`src/rtl/vedic_mult_seq.sv`:
```
// vedic_mult_seq: sequential multiplier that walks a 4x4 Urdhva digit unit over all digit pairs; `VEDIC_MULT_ACC_EN adds a running product accumulator
module vedic_mult_seq #(
    parameter int WIDTH = 8
) (
    input  logic               clk,
    input  logic               rst_n,
    input  logic               in_valid,
    output logic               in_ready,
    input  logic [WIDTH-1:0]   a,
    input  logic [WIDTH-1:0]   b,
    output logic               out_valid,
    input  logic               out_ready,
    output logic [2*WIDTH-1:0] product,
    output logic               busy
`ifdef VEDIC_MULT_ACC_EN
    ,
    input  logic               acc_clr,
    output logic [2*WIDTH+7:0] acc
`endif
);
    localparam int D = WIDTH / 4;
    localparam int K = D * D;
    localparam int CW = $clog2(K);
    typedef enum logic [1:0] {IDLE, CALC, DONE} state_t;
    state_t state, state_nx;
    logic [WIDTH-1:0] a_r, b_r;
    logic [CW-1:0] cnt;
    logic [3:0] ad, bd;
    logic [7:0] pp;
    logic [2*WIDTH-1:0] sh, sum;
    int i, j;
    function automatic logic [7:0] vedic4(input logic [3:0] x, input logic [3:0] y);
        logic [7:0] p;
        logic [3:0] s;
        p = '0;
        s = '0;
        // vertical-crosswise: each column's cross products plus the carry from the previous column
        for (int k = 0; k < 7; k++) begin
            for (int m = 0; m < 4; m++)
                for (int n = 0; n < 4; n++)
                    if (m + n == k) s = s + {3'b000, x[m] & y[n]};
            p[k] = s[0];
            s = s >> 1;
        end
        p[7] = s[0];
        return p;
    endfunction
    function automatic logic [2*WIDTH-1:0] rca(input logic [2*WIDTH-1:0] x, input logic [2*WIDTH-1:0] y);
        logic [2*WIDTH-1:0] s;
        logic c;
        c = 1'b0;
        for (int k = 0; k < 2*WIDTH; k++) begin
            s[k] = x[k] ^ y[k] ^ c;
            c = (x[k] & y[k]) | (c & (x[k] ^ y[k]));
        end
        return s;
    endfunction
    always_comb begin
        i = int'(cnt) / D;
        j = int'(cnt) % D;
        ad = a_r[4*i +: 4];
        bd = b_r[4*j +: 4];
        pp = vedic4(ad, bd);
        sh = (2*WIDTH)'(pp) << (4 * (i + j));
        sum = rca(product, sh);
    end
    always_comb begin
        state_nx = (state == IDLE) ? (in_valid ? CALC : IDLE) :
                   (state == CALC) ? ((cnt == CW'(K - 1)) ? DONE : CALC) :
                   (out_ready ? IDLE : DONE);
    end
    always_ff @(posedge clk) begin
        if (!rst_n) begin
            state <= IDLE;
            a_r <= '0;
            b_r <= '0;
            cnt <= '0;
            product <= '0;
        end else begin
            state <= state_nx;
            if (state == IDLE && in_valid) begin
                a_r <= a;
                b_r <= b;
                cnt <= '0;
                product <= '0;
            end else if (state == CALC) begin
                cnt <= cnt + CW'(1);
                product <= sum;
            end
        end
    end
    assign in_ready = state == IDLE;
    assign out_valid = state == DONE;
    assign busy = state == CALC || state == DONE;
`ifdef VEDIC_MULT_ACC_EN
    logic hs;
    assign hs = out_valid && out_ready;
    always_ff @(posedge clk) begin
        if (!rst_n) acc <= '0;
        else if (acc_clr || hs) acc <= (acc_clr ? '0 : acc) + (hs ? (2*WIDTH+8)'(product) : '0);
    end
`endif
endmodule
```
`config.mk`:
```
export PLATFORM = sky130hd
export DESIGN_NAME = vedic_mult_seq
export DESIGN_NICKNAME = d
export VERILOG_FILES = /design/src/rtl/vedic_mult_seq.sv
export SDC_FILE = /design/constraint.sdc
export NUM_CORES = 1
export LEC_CHECK = 0
export ABC_AREA = 1
export BUFFER_PORTS_ARGS = -buffer_cell sky130_fd_sc_hd__buf_4
export CAP_MARGIN = 20
export CORE_UTILIZATION = 50
export DETAILED_ROUTE_END_ITERATION = 8
export PLACE_DENSITY = 0.8
export SKIP_LAST_GASP = 1
export SYNTH_ARGS = -nofsm -noshare
export SYNTH_HDL_FRONTEND = slang
export SYNTH_SLANG_ARGS = --single-unit
export TNS_END_PERCENT = 5
```
`constraint.sdc`:
```
create_clock -name clk -period 12.41 [get_ports clk]
set_input_delay 2.482 -clock clk [delete_from_list [all_inputs] [get_ports clk]]
set_output_delay 2.482 -clock clk [all_outputs]
set_load 0.005 [all_outputs]
```
-- Yosys cells after proc, flatten, opt, wreduce, memory -nomap -nowiden
Cells that the tools add are included.
- bits in registers: 36
- latch bits: 0
- bits in writable memories: 0
- memory bits (read-only): 0
- output and inout port bits: 19
- logic and storage cells: 127
- memories kept: 0
- add/subtract/negate cells: 16
- $mul: 0
- divide/modulo/power cells: 0
- magnitude comparators: 0
- equal/unequal tests: 3
- shifts and indexed selects: 3
- multiplexer cells: 5
- bitwise operators: 91
- reductions and logical operators: 4
- operators with widths (kind ; count):
    $and 1x1->1 ; 45
    $xor 1x1->1 ; 31
    $add 4x1->4 ; 5
    $shiftx 8x4->4 ; 2
    $shl 8x4->16 ; 1
    $or 1x1->1 ; 14
    $add 3x1->4 ; 3
    $mux 2 ; 4
    $add 1x1->2 ; 3
    $add 3x1->3 ; 2
    $eq 2x2->1 const B ; 2
    $add 2x1->3 ; 1
    $add 2x1->2 ; 1
    $add 2x1->2 const B ; 1
    $eq 2x1->1 const B ; 1
    $logic_not 2->1 ; 1
    $reduce_or 2->1 ; 1
    $logic_and 1x1->1 ; 1
    $logic_or 1x1->1 ; 1
    $mux 1 ; 1
    $not 1->1 ; 1

-- Longest topological paths before layout
Gate-level depths: netlist of the first run.
- word-level depth: 47
- mapped depth: 40
- depth with buffers taken out: 40

-- Worst setup path after synthesis of the first run
No wires, ideal clock.
- path kind: register -> register
- start: reg cnt[0]
- end: reg product[15]
- arrival: 8751 ps
- data required time: 12300 ps
- path slack: 3549 ps
- stages on the path, launching flop included: 39
- cell sequence: dfxtp_1 buf_2 o21ai_0 nor2_1 ha_1 fa_1 ha_1 ha_1 fa_1 fa_1 fa_1 inv_1 fa_1 inv_1 ha_1 inv_1 fa_1 fa_1 (+3 left out) nor2_1 fa_1 fa_1 inv_1 fa_1 fa_1 fa_1 fa_1 inv_1 fa_1 fa_1 fa_1 inv_1 nand2_1 nand3_1 nand2_1 inv_1 nor2_1
- word-level cells in the longest chain between the ends: 46
- elaborated cells between the ends (all ways): 92
- classes of those cells: add/sub (15); shift (2); bitwise (75)
- ends and longest elaborated chain (what ; RTL line ; source):
    from (decl) ; 27 ; logic [CW-1:0] cnt;
    from (signal assigned) ; 87 ; cnt <= cnt + CW'(1);
    branches (longest 15 deep; another with $add 3x1->4) ; -- ;
    $shl 8x4->16 (*) ; 64 ; sh = (2*WIDTH)'(pp) << (4 * (i + j));
    $xor 1x1->1 ; 54 ; c = (x[k] & y[k]) | (c & (x[k] ^ y[k]));
    $and 1x1->1 ; 54 ;
    $or 1x1->1 ; 54 ;
    $and 1x1->1 ; 54 ;
    $or 1x1->1 ; 54 ;
    $and 1x1->1 ; 54 ;
    (+16 left out) ; -- ;
    $or 1x1->1 ; 54 ;
    $and 1x1->1 ; 54 ;
    $or 1x1->1 ; 54 ;
    $and 1x1->1 ; 54 ;
    $or 1x1->1 ; 54 ;
    $and 1x1->1 ; 54 ;
    $or 1x1->1 ; 54 ;
    $xor 1x1->1 (*) ; 53 ; s[k] = x[k] ^ y[k] ^ c;
    to (signal assigned) ; 88 ; product <= sum;
    to (decl) ; 13 ; output logic [2*WIDTH-1:0] product,
Every way passes the cells marked *.
A chain may end at the register's enable or synchronous reset.

-- Worst setup path in the final report of the first run
- start: reg cnt[1]
- end: reg product[15]
- word-level cells in the longest chain between the ends: 46
- elaborated cells between the ends (all ways): 92
- classes of those cells: add/sub (15); shift (2); bitwise (75)
- ends and longest elaborated chain (what ; RTL line):
    branches (longest 15 deep; another with $add 3x1->4) ; --
    $shl 8x4->16 (*) ; 64
    $xor 1x1->1 ; 54
    $and 1x1->1 ; 54
    $or 1x1->1 ; 54
    $and 1x1->1 ; 54
    $or 1x1->1 ; 54
    $and 1x1->1 ; 54
    (+16 left out) ; --
    $or 1x1->1 ; 54
    $and 1x1->1 ; 54
    $or 1x1->1 ; 54
    $and 1x1->1 ; 54
    $or 1x1->1 ; 54
    $and 1x1->1 ; 54
    $or 1x1->1 ; 54
    $xor 1x1->1 (*) ; 53
Marks and branches as above.

==> results of run 1 <==
## stage by stage
stage | util, % | setup WS [ns]
floorplan | - | 3.55
global placement | 59.1 | 3.23
detailed placement | 59.1 | 2.95
CTS | 61.2 | 2.89
global route | 61.2 | 2.32
finish | 61.2 | 2.90
## layer usage
metal,up-vias,routed length (um),global-route usage [%]
met1,860,2010,23.7
met2,47,2250,34.7
met5,-,0,0
met3,16,154,4.47
li1,956,-,-
met4,0,135,9.11
## cell type report
class	count	area share, %
multi-input combinational	200	51.3
tap	52	2.41
clock buffer	5	2.55
clock inverter	3	0.880
timing repair buffer	38	10.6
inverter	41	5.69
sequential	36	26.7
## power by group through the flow
stage	logic (mW)	clock network [mW]	registers (mW)
after CTS	0.0582	0.0882	0.125
after floorplan	0.0425	0	0.127
after detailed placement	0.0580	0	0.128
after global placement	0.0559	0	0.128
after global routing	0.0656	0.0929	0.126
final	0.0574	0.0859	0.125
## cell usage in the layout (no fill, tap or decap)
master      Yosys  routed
nand2_1        48      48
nor2_1         48      48
buf_4           2      38
inv_1          37      37
dfxtp_1        36      36
o21ai_0        28      28
fa_1           22      22
a21oi_1        10      10
a21oi_2         9       9
ha_1            9       9
o21a_1          6       6
clkbuf_8        0       5
or2_2           4       4
inv_2           4       4
nand3_1         3       3
o21ai_2         2       2
nor3_1          2       2
clkinvlp_4      0       2
o21ai_1         1       1
nand2_2         1       1
xnor2_1         1       1
nor2_8          1       1
nor2_2          1       1
nand4_1         1       1
or2_4           1       1
a211oi_2        1       1
o32ai_2         1       1
clkinv_4        0       1
## worst min-delay path: stages (launching register included)
cell,delay [ns]
dfxtp_1,0.30
inv_1,0.06
a21oi_1,0.05
## registers in the layout, indices dropped and copies added, names as in the netlist
name and flops:
b_r 8, cnt 2, product 16, state 2, a_r 8
## logic make-up after synthesis
logic type,after synthesis
XOR/XNOR,1
flip-flops,36
buffers and inverters,52
adder cells (fa/ha/maj),31
AO/OA/AOI/OAI,58
AND/OR/NAND/NOR,110
## worst max-delay path by stage
stage | start | end | slack (ns) | depth (start not counted)
finish | cnt[1] | product[15] | 2.90 | 36
global route | cnt[1] | product[15] | 2.32 | 36
CTS | cnt[0] | product[15] | 2.89 | 36
detailed placement | cnt[1] | product[15] | 2.95 | 36
global placement | cnt[1] | product[15] | 3.23 | 36
floorplan | cnt[0] | product[15] | 3.55 | 38
==> metrics.yaml, run 1 <==
critical_path:
  path_buf_inv: 7
  cp-end-kind: "register"
  reg2reg_from: "cnt[1]"
  worst-endpoint-arrival_ns: 9.76
  path_class: "register to register"
  r2r-end: "product[15]"
  max_stage_delay_ns: 0.52
  cp_top_family: "adder cells"
  crit_fanout: 10
  cp_slowest_cell: "fa_1"
  worstRegToRegCells: 36
  r2r_slack_ns: 2.90
  cp-start-kind: "register"
  cp_common_cell: "fa_1"
  required_ns: 12.65
die:
  pin_count: 39
  rows: 24
  core_area_um2: 4410
  die_y_um: 70.2
  die_area_um2: 4920
  start_util_pct: 52.6
  die_x_um: 70.2
global_route:
  grt_util_all_layers_pct: 20.1
  antenna_found_initial: 0
  grt_max_degree: 27
  grt_pass1_vias: 1797
  grt_pass1_wl_um: 7740
  grt-ovfl-total: 0
synth:
  synth_top_area_cell: "dfxtp_1"
  synth_top_family_by_area: "adder cells"
  synthSimpleGateAreaFrac_pct: 19.7
  ys_warn_count: 0
  syn_area_um2: 2320
  synthArstFlopShare_pct: 0
  syn_inst: 288
  synth_compound_area_share_pct: 15.7
  synth.distinct_cells: 29
  synth.net_count: 339
  ys_seq_area_share_pct: 31.0
  synth.ff_latch_count: 36
  synth_area_leaders: "dfxtp_1 31%, fa_1 19%, nand2_1 7.8%, nor2_1 7.8%, o21ai_0 6.0%"
  synth_adder_area_share_pct: 23.8
  synthMuxAreaShare_pct: 0
  synth_enable_flop_cells: 0
  netlist.area_leader.share_pct: 31.0
  synthTopCellsByCount: "48 x nand2_1, 48 x nor2_1, 37 x inv_1"
  synth.avg_cell_area_um2: 8.06
  ys.flop_type: "dfxtp_1"
  synth-xor-area-share_pct: 0.377
cells_and_area:
  ff_latch_area_um2: 721
  multiInputGateArea_um2: 1390
  design_area_um2: 2700
  fin_nets: 373
  diodes: 0
  drive_gt1_share_pct: 22.0
  stdcell_count: 375
  area_delta_synth_final_pct: 16.4
  fillers: 403
clock_network:
  hold_buffers: 0
  numCtsBuffers: 5
  cts-htree-levels: 2
  cts_tree: "yes"
  postCtsSetupBuffers: 0
  cts_sinks: 36
  ctsResizeCount: 0
  cts_buffer_depth: 2
  cts.clk_slew.worst_paths_ns: 0.08
  clock_latency_ns: 0.30
  cts-root-buf: "clkbuf_8"
power_and_ir_drop:
  ir_worst_vdd_mv: 0.0616
  p_seq_share_pct: 46.6
  power_frac_comb_pct: 21.4
  power_mw: 0.268
  internal-power_mw: 0.183
  clock_power_share_pct: 32.0
  leakagePower_nw: 1.16
  switchingPower_mw: 0.0851
  switching_share_pct: 31.7
  p_per_area_nw_per_um2: 99.3
sta:
  hold_violations: 0
  whs_ns: 0.453
  maxSlewViolCount: 0
  rsz0062_at_grt: "no"
  tns_ns: 0
  relSlewSlack_pct: 49.0
  finClkSkew_ns: 0.0116
  fin_crit_sh_pct: 76.7
  fmax_ghz: 0.105
  setup_viol: 0
  finalCriticalPeriod_ns: 9.51
  worst_pin_slew_ns: 0.765
min_path:
  hold_path_depth: 2
  worstHoldStart: "a_r[5]"
  hold_class: "register to register"
  min_to: "a_r[5]"
detailed_routing:
  drt-pass1-iter-count: 4
  drtIter0Drc: 75
  wl_per_cell_um: 12.1
  post_drt_via_cell_ratio: 5.01
  drc: 0
  routed_wl_um: 4540
  vias: 1879
  drtAntennaViolNets: 0
placement:
  io_buffers: 38
  placed_cell_area_um2: 2610
  dp_cells: 367
  gp_congestion: 0.857
  dp_hpwl_um: 3500
job:
  maxCapViolCount: 0
outcome:
  status: "finished, final reports clean"
No activity file was read; power rests on OpenSTA's default activity.
==> run 2: changes to the inputs <==
==> constraint.sdc (replaced) <==
create_clock -name clk -period 9.23 [get_ports clk]
set_input_delay 1.846 -clock clk [delete_from_list [all_inputs] [get_ports clk]]
set_output_delay 1.846 -clock clk [all_outputs]
set_load 0.005 [all_outputs]
==> run 2 against run 1 <==
  * First-iteration DRC count is 36% higher
  * Critical path type unchanged
  * Core utilization is 2.0 points higher
  * Highest routed layer unchanged
  * Total power is 37% higher
  * Die area stayed put
  * Clock-buffer cell count is 3 higher
==> metrics.yaml, run 2 (synthesized netlist as in run 1, its figures left out) <==
outcome:
  status: "finished, final reports clean"  # unchanged
critical_path:
  reg2reg_from: "cnt[0]"  # was cnt[1]
  worstRegToRegCells: 33  # was 36
  max_stage_delay_ns: 0.53  # was 0.52 ns
  startpoint: "cnt[0]"  # was cnt[1]
  cp-end-kind: "register"  # unchanged
  worst-path-stages: 33  # was 36
  r2r-end: "product[14]"  # was product[15]
  crit_fanout: 6  # was 10
  cp-start-kind: "register"  # unchanged
  path_class: "register to register"  # unchanged
  cp_top_family: "adder cells"  # unchanged
  cp_slowest_cell: "fa_1"  # unchanged
  required_ns: 9.41  # was 12.65 ns
  cp-endpoint: "product[14]"  # was product[15]
  worst-endpoint-arrival_ns: 8.97  # was 9.76 ns
  path_buf_inv: 6  # was 7
  r2r_slack_ns: 0.44  # was 2.90 ns
  cp_common_cell: "fa_1"  # unchanged
detailed_routing:
  routed_wl_um: 4630  # was 4540 um
  drtIter0Drc: 102  # was 75
  post_drt_via_cell_ratio: 4.98  # was 5.01
  drc: 0  # unchanged
  drt-pass1-iter-count: 4  # unchanged
  wl_per_cell_um: 12.2  # was 12.1 um
  vias: 1898  # was 1879
  drtAntennaViolNets: 0  # unchanged
global_route:
  grt_pass1_wl_um: 8000  # was 7740 um
  grt_util_all_layers_pct: 20.6  # was 20.1%
  grt_max_degree: 27  # unchanged
  grt_pass1_vias: 1908  # was 1797
  antenna_found_initial: 0  # unchanged
  grt-ovfl-total: 0  # unchanged
power_and_ir_drop:
  p_seq_share_pct: 45.9  # was 46.6%
  clock_power_share_pct: 31.5  # was 32.0%
  switchingPower_mw: 0.110  # was 0.0851 mW
  p_per_area_nw_per_um2: 132  # was 99.3 nW/um^2
  ir_worst_vdd_mv: 0.115  # was 0.0616 mV
  switching_share_pct: 29.9  # was 31.7%
  internal-power_mw: 0.257  # was 0.183 mW
  leakagePower_nw: 1.19  # was 1.16 nW
  power_mw: 0.367  # was 0.268 mW
  power_frac_comb_pct: 22.6  # was 21.4%
cells_and_area:
  drive_gt1_share_pct: 26.4  # was 22.0%
  top_regs: "product x16, a_r x8, b_r x8"  # unchanged
  regMostFlops: "product"  # unchanged
  area_delta_synth_final_pct: 20.2  # was 16.4%
  fillers: 405  # was 403
  final_cell_mix: "48 x nand2_1, 48 x nor2_1, 42 x buf_4"  # was 48 x nand2_1, 48 x nor2_1, 38 x buf_4
  fin_nets: 379  # was 373
  largest_reg_flops: 16  # unchanged
  design_area_um2: 2790  # was 2700 um^2
  diodes: 0  # unchanged
die:
  die_y_um: 70.2  # unchanged
  rows: 24  # unchanged
  start_util_pct: 52.6  # unchanged
  core_area_um2: 4410  # unchanged
  pin_count: 39  # unchanged
  die_area_um2: 4920  # unchanged
  die_x_um: 70.2  # unchanged
placement:
  gp_congestion: 0.810  # was 0.857
  pre_cts_ws_ns: -0.129  # was 2.95 ns
  placed_cell_area_um2: 2630  # was 2610 um^2
  dp_hpwl_um: 3520  # was 3500 um
  io_buffers: 38  # unchanged
sta:
  hold_violations: 0  # unchanged
  fin_crit_sh_pct: 95.3  # was 76.7%
  timing.final.ws_setup_ns: 0.437  # was 2.90 ns
  tns_ns: 0  # unchanged
  finalCriticalPeriod_ns: 8.79  # was 9.51 ns
  maxSlewViolCount: 0  # unchanged
  rsz0062_at_grt: "no"  # unchanged
  whs_ns: 0.456  # was 0.453 ns
  fmax_ghz: 0.114  # was 0.105 GHz
  relSlewSlack_pct: 49.6  # was 49.0%
  finClkSkew_ns: 0.00314  # was 0.0116 ns
  worst_pin_slew_ns: 0.756  # was 0.765 ns
  setup_viol: 0  # unchanged
job:
  maxCapViolCount: 0  # unchanged
clock_network:
  cts-root-buf: "clkbuf_8"  # unchanged
  cts-htree-levels: 2  # unchanged
  clock_latency_ns: 0.29  # was 0.30 ns
  cts_sinks: 36  # unchanged
  hold_buffers: 0  # unchanged
  cts_tree: "yes"  # unchanged
  numCtsBuffers: 5  # unchanged
  cts.clk_slew.worst_paths_ns: 0.07  # was 0.08 ns
  cts_buffer_depth: 2  # unchanged
min_path:
  hold_class: "register to register"  # unchanged
[run 2: how the worst min path moves through the flow]
stage                 from      to  slack, ns  cells after the start
floorplan           a_r[4]  a_r[4]       0.43                      2
global placement    b_r[4]  b_r[4]       0.44                      2
detailed placement  b_r[4]  b_r[4]       0.45                      2
CTS                 b_r[4]  b_r[4]       0.46                      2
global route        b_r[6]  b_r[6]       0.49                      2
finish              b_r[4]  b_r[4]       0.46                      2
[run 2: timing repair]
| item | in CTS | in global routing |
|---|---|---|
| setup endpoints to repair | 2 | 4 |
| gates cloned | 0 | 0 |
| hold endpoints to repair | 0 | 0 |
| gates resized for setup | 3 | 19 |
| pin swaps | 0 | 2 |
| setup buffers | 0 | 4 |
[run 2: through the flow]
| step | instances | utilization [%] |
|---|---|---|
| after detailed placement | 369 | 59.5 |
| final | 381 | 63.2 |
| after global routing | 381 | 63.2 |
| after CTS | 377 | 61.6 |
| after global placement | 369 | 59.5 |
| after floorplan | 288 | - |
[run 2: power groups by stage]
stage | clock network, mW | registers, mW | logic, mW
floorplan | 0 | 0.171 | 0.0572
CTS | 0.117 | 0.169 | 0.0794
global placement | 0 | 0.172 | 0.0769
detailed placement | 0 | 0.172 | 0.0791
finish | 0.116 | 0.169 | 0.0829
global route | 0.124 | 0.169 | 0.0946
[run 2: worst reg2reg max path: cells and delay by family, from the launching register on]
kind | cells | cell delay (ns)
adders and majority gates | 21 | 7.26
AOI/OAI and AO/OA | 3 | 0.40
buffers and inverters | 6 | 0.39
DFF | 1 | 0.37
and+or+nand+nor | 3 | 0.25
[run 2: cell type report]
class | instances | area (um^2) | share of cell area (%)
Timing Repair Buffer | 44 | 325 | 11.7
Sequential cell | 36 | 728 | 26.1
Clock buffer | 8 | 90.1 | 3.23
Tap cell | 52 | 65.1 | 2.33
Multi-Input combinational cell | 200 | 1430 | 51.2
Inverter | 41 | 154 | 5.52
[run 2: layer usage]
metal	vias to the layer above	track usage [%]	share of wire, %
li1	969	-	-
met1	874	24.1	44
met2	44	35.5	50
met3	11	5.92	4.3
met4	0	7.78	2.4
met5	-	0	0
==> run 3: changes to the inputs <==
--- a/config.mk
+++ b/config.mk
@@ -10,7 +10,7 @@
 export CAP_MARGIN = 20
 export CORE_UTILIZATION = 50
 export DETAILED_ROUTE_END_ITERATION = 8
-export PLACE_DENSITY = 0.8
+export PLACE_DENSITY = 0.72
 export SKIP_LAST_GASP = 1
 export SYNTH_ARGS = -nofsm -noshare
 export SYNTH_HDL_FRONTEND = slang
==> run 3 against run 2 <==
  * Total power increased by 0.57%
  * Sequential cell count unchanged
  * Clock-buffer cell count unchanged
  * Hold slack about the same
  * Design area increased by 0.45%
  * Highest routed layer unchanged
==> metrics.yaml, run 3 (synthesized netlist as in run 1, its figures left out) <==
outcome:
  status: "finished, final reports clean"  # unchanged
die:
  die_area_um2: 4920  # unchanged
  die_x_um: 70.2  # unchanged
  core_area_um2: 4410  # unchanged
  start_util_pct: 52.6  # unchanged
  die_y_um: 70.2  # unchanged
  rows: 24  # unchanged
  pin_count: 39  # unchanged
sta:
  worst_pin_slew_ns: 0.760  # was 0.756 ns
  fmax_ghz: 0.113  # was 0.114 GHz
  whs_ns: 0.456  # about the same
  finalCriticalPeriod_ns: 8.85  # was 8.79 ns
  maxSlewViolCount: 0  # unchanged
  fin_crit_sh_pct: 95.8  # was 95.3%
  setup_viol: 0  # unchanged
  finClkSkew_ns: 0.00690  # was 0.00314 ns
  relSlewSlack_pct: 49.3  # was 49.6%
  hold_violations: 0  # unchanged
global_route:
  grt_pass1_wl_um: 7680  # was 8000 um
  grt_max_degree: 27  # unchanged
  grt_util_all_layers_pct: 19.7  # was 20.6%
  grt-ovfl-total: 0  # unchanged
  grt_pass1_vias: 1783  # was 1908
  antenna_found_initial: 0  # unchanged
critical_path:
  cp_common_cell: "fa_1"  # unchanged
  reg2reg_from: "cnt[1]"  # was cnt[0]
  r2r-end: "product[15]"  # was product[14]
  cp-start-kind: "register"  # unchanged
  worstRegToRegCells: 37  # was 33
  crit_fanout: 6  # unchanged
  required_ns: 9.47  # was 9.41 ns
  cp-end-kind: "register"  # unchanged
  r2r_slack_ns: 0.38  # was 0.44 ns
  cp_slowest_cell: "fa_1"  # unchanged
  max_stage_delay_ns: 0.54  # was 0.53 ns
  worst-endpoint-arrival_ns: 9.09  # was 8.97 ns
  path_class: "register to register"  # unchanged
clock_network:
  cts_sinks: 36  # unchanged
  cts-root-buf: "clkbuf_8"  # unchanged
  cts.clk_slew.worst_paths_ns: 0.07  # about the same
  cts-htree-levels: 2  # unchanged
  cts_tree: "yes"  # unchanged
  clock_latency_ns: 0.30  # was 0.29 ns
  hold_buffers: 0  # unchanged
  numCtsBuffers: 5  # unchanged
  cts_buffer_depth: 2  # unchanged
detailed_routing:
  wl_met3_um: 168  # was 201 um
  drtIter0Drc: 76  # was 102
  wl_per_cell_um: 11.7  # was 12.2 um
  route.met2.wl_um: 2270  # was 2300 um
  post_drt_via_cell_ratio: 4.88  # was 4.98
  drc: 0  # unchanged
  vias: 1870  # was 1898
  drtAntennaViolNets: 0  # unchanged
  drt-pass1-iter-count: 4  # unchanged
  routed.top_layer: "met4"  # unchanged
  routed_wl_um: 4470  # was 4630 um
  met1_length_um: 1960  # was 2020 um
cells_and_area:
  top_regs: "product x16, a_r x8, b_r x8"  # unchanged
  largest_reg_flops: 16  # unchanged
  fin_nets: 381  # was 379
  area_delta_synth_final_pct: 20.7  # was 20.2%
  regMostFlops: "product"  # unchanged
  fillers: 382  # was 405
  drive_gt1_share_pct: 26.0  # was 26.4%
  final_cell_mix: "48 x nand2_1, 48 x nor2_1, 44 x buf_4"  # was 48 x nand2_1, 48 x nor2_1, 42 x buf_4
  diodes: 0  # unchanged
  design_area_um2: 2800  # was 2790 um^2
power_and_ir_drop:
  ir_worst_vdd_mv: 0.0797  # was 0.115 mV
  power_mw: 0.369  # was 0.367 mW
  leakagePower_nw: 1.20  # was 1.19 nW
  p_per_area_nw_per_um2: 132  # about the same
placement:
  gp_congestion: 0.886  # was 0.810
  placed_cell_area_um2: 2630  # about the same
  io_buffers: 38  # unchanged
  dp_hpwl_um: 3390  # was 3520 um
job:
  maxCapViolCount: 0  # unchanged
min_path:
  hold_path_depth: 2  # unchanged
  min_to: "a_r[5]"  # was b_r[4]
  worstHoldStart: "a_r[5]"  # was b_r[4]
  hold_class: "register to register"  # unchanged
run 3: cell count changes in the layout (fill, tap and decap cells not counted), sizes merged:
cell  change
buf       +2
run 3: area by class of cell:
cell class | instances | area [um^2] | share of cell area, %
timing repair buffer | 46 | 340 | 12.1
sequential | 36 | 728 | 26.0
multi-input combinational | 200 | 1430 | 50.8
clock buffer | 8 | 90.1 | 3.21
inverter | 41 | 154 | 5.49
tap | 52 | 65.1 | 2.32
run 3: metrics by stage:
| step | instances | util (%) | setup WS (ns) | TNS, ns |
|---|---|---|---|---|
| 2_1_floorplan | 288 | - | 0.369 | 0 |
| 3_3_place_gp | 370 | 59.6 | 0.0228 | 0 |
| 3_5_place_dp | 370 | 59.6 | -0.127 | -0.130 |
| 4_1_cts | 378 | 61.7 | 0.0502 | 0 |
| 5_1_grt | 383 | 63.5 | -0.00271 | -0.00484 |
| 6_report | 383 | 63.5 | 0.383 | 0 |
run 3: worst max-delay path by stage:
stage,startpoint,endpoint,slack (ns),cells after the start
floorplan,cnt[0],product[15],0.37,38
global placement,cnt[0],product[15],0.02,37
detailed placement,cnt[0],product[15],-0.13,37
CTS,cnt[0],product[15],0.05,37
global route,cnt[1],product[14],-0.003,34
finish,cnt[1],product[15],0.38,37
run 3: report_power, final:
part	total (mW)	switching (mW)	internal [mW]
clock network	0.116	0.0553	0.0608
logic	0.0842	0.0499	0.0343
registers	0.169	0.00491	0.164
total	0.369	0.110	0.259
run 3: worst max-delay path, delay by kind of cell, from the launching register on:
kind	cells	cell delay [ns]
fa+ha+maj	21	7.10
simple gates	7	0.60
buf+inv	7	0.42
flops	1	0.39
compound gates	2	0.26
run 3: what timing repair did:
| action | in CTS | in global routing |
|---|---|---|
| buffers inserted | 0 | 5 |
| pin swaps | 0 | 3 |
| gates resized for setup | 5 | 14 |
| setup endpoints to repair | 2 | 3 |
run 3: per-layer routing:
layer / global-route usage [%] / up-vias
li1: - / 977
met3: 4.62 / 7
met5: 0 / -
met1: 23.7 / 845
met2: 33.5 / 41
met4: 8.44 / 0
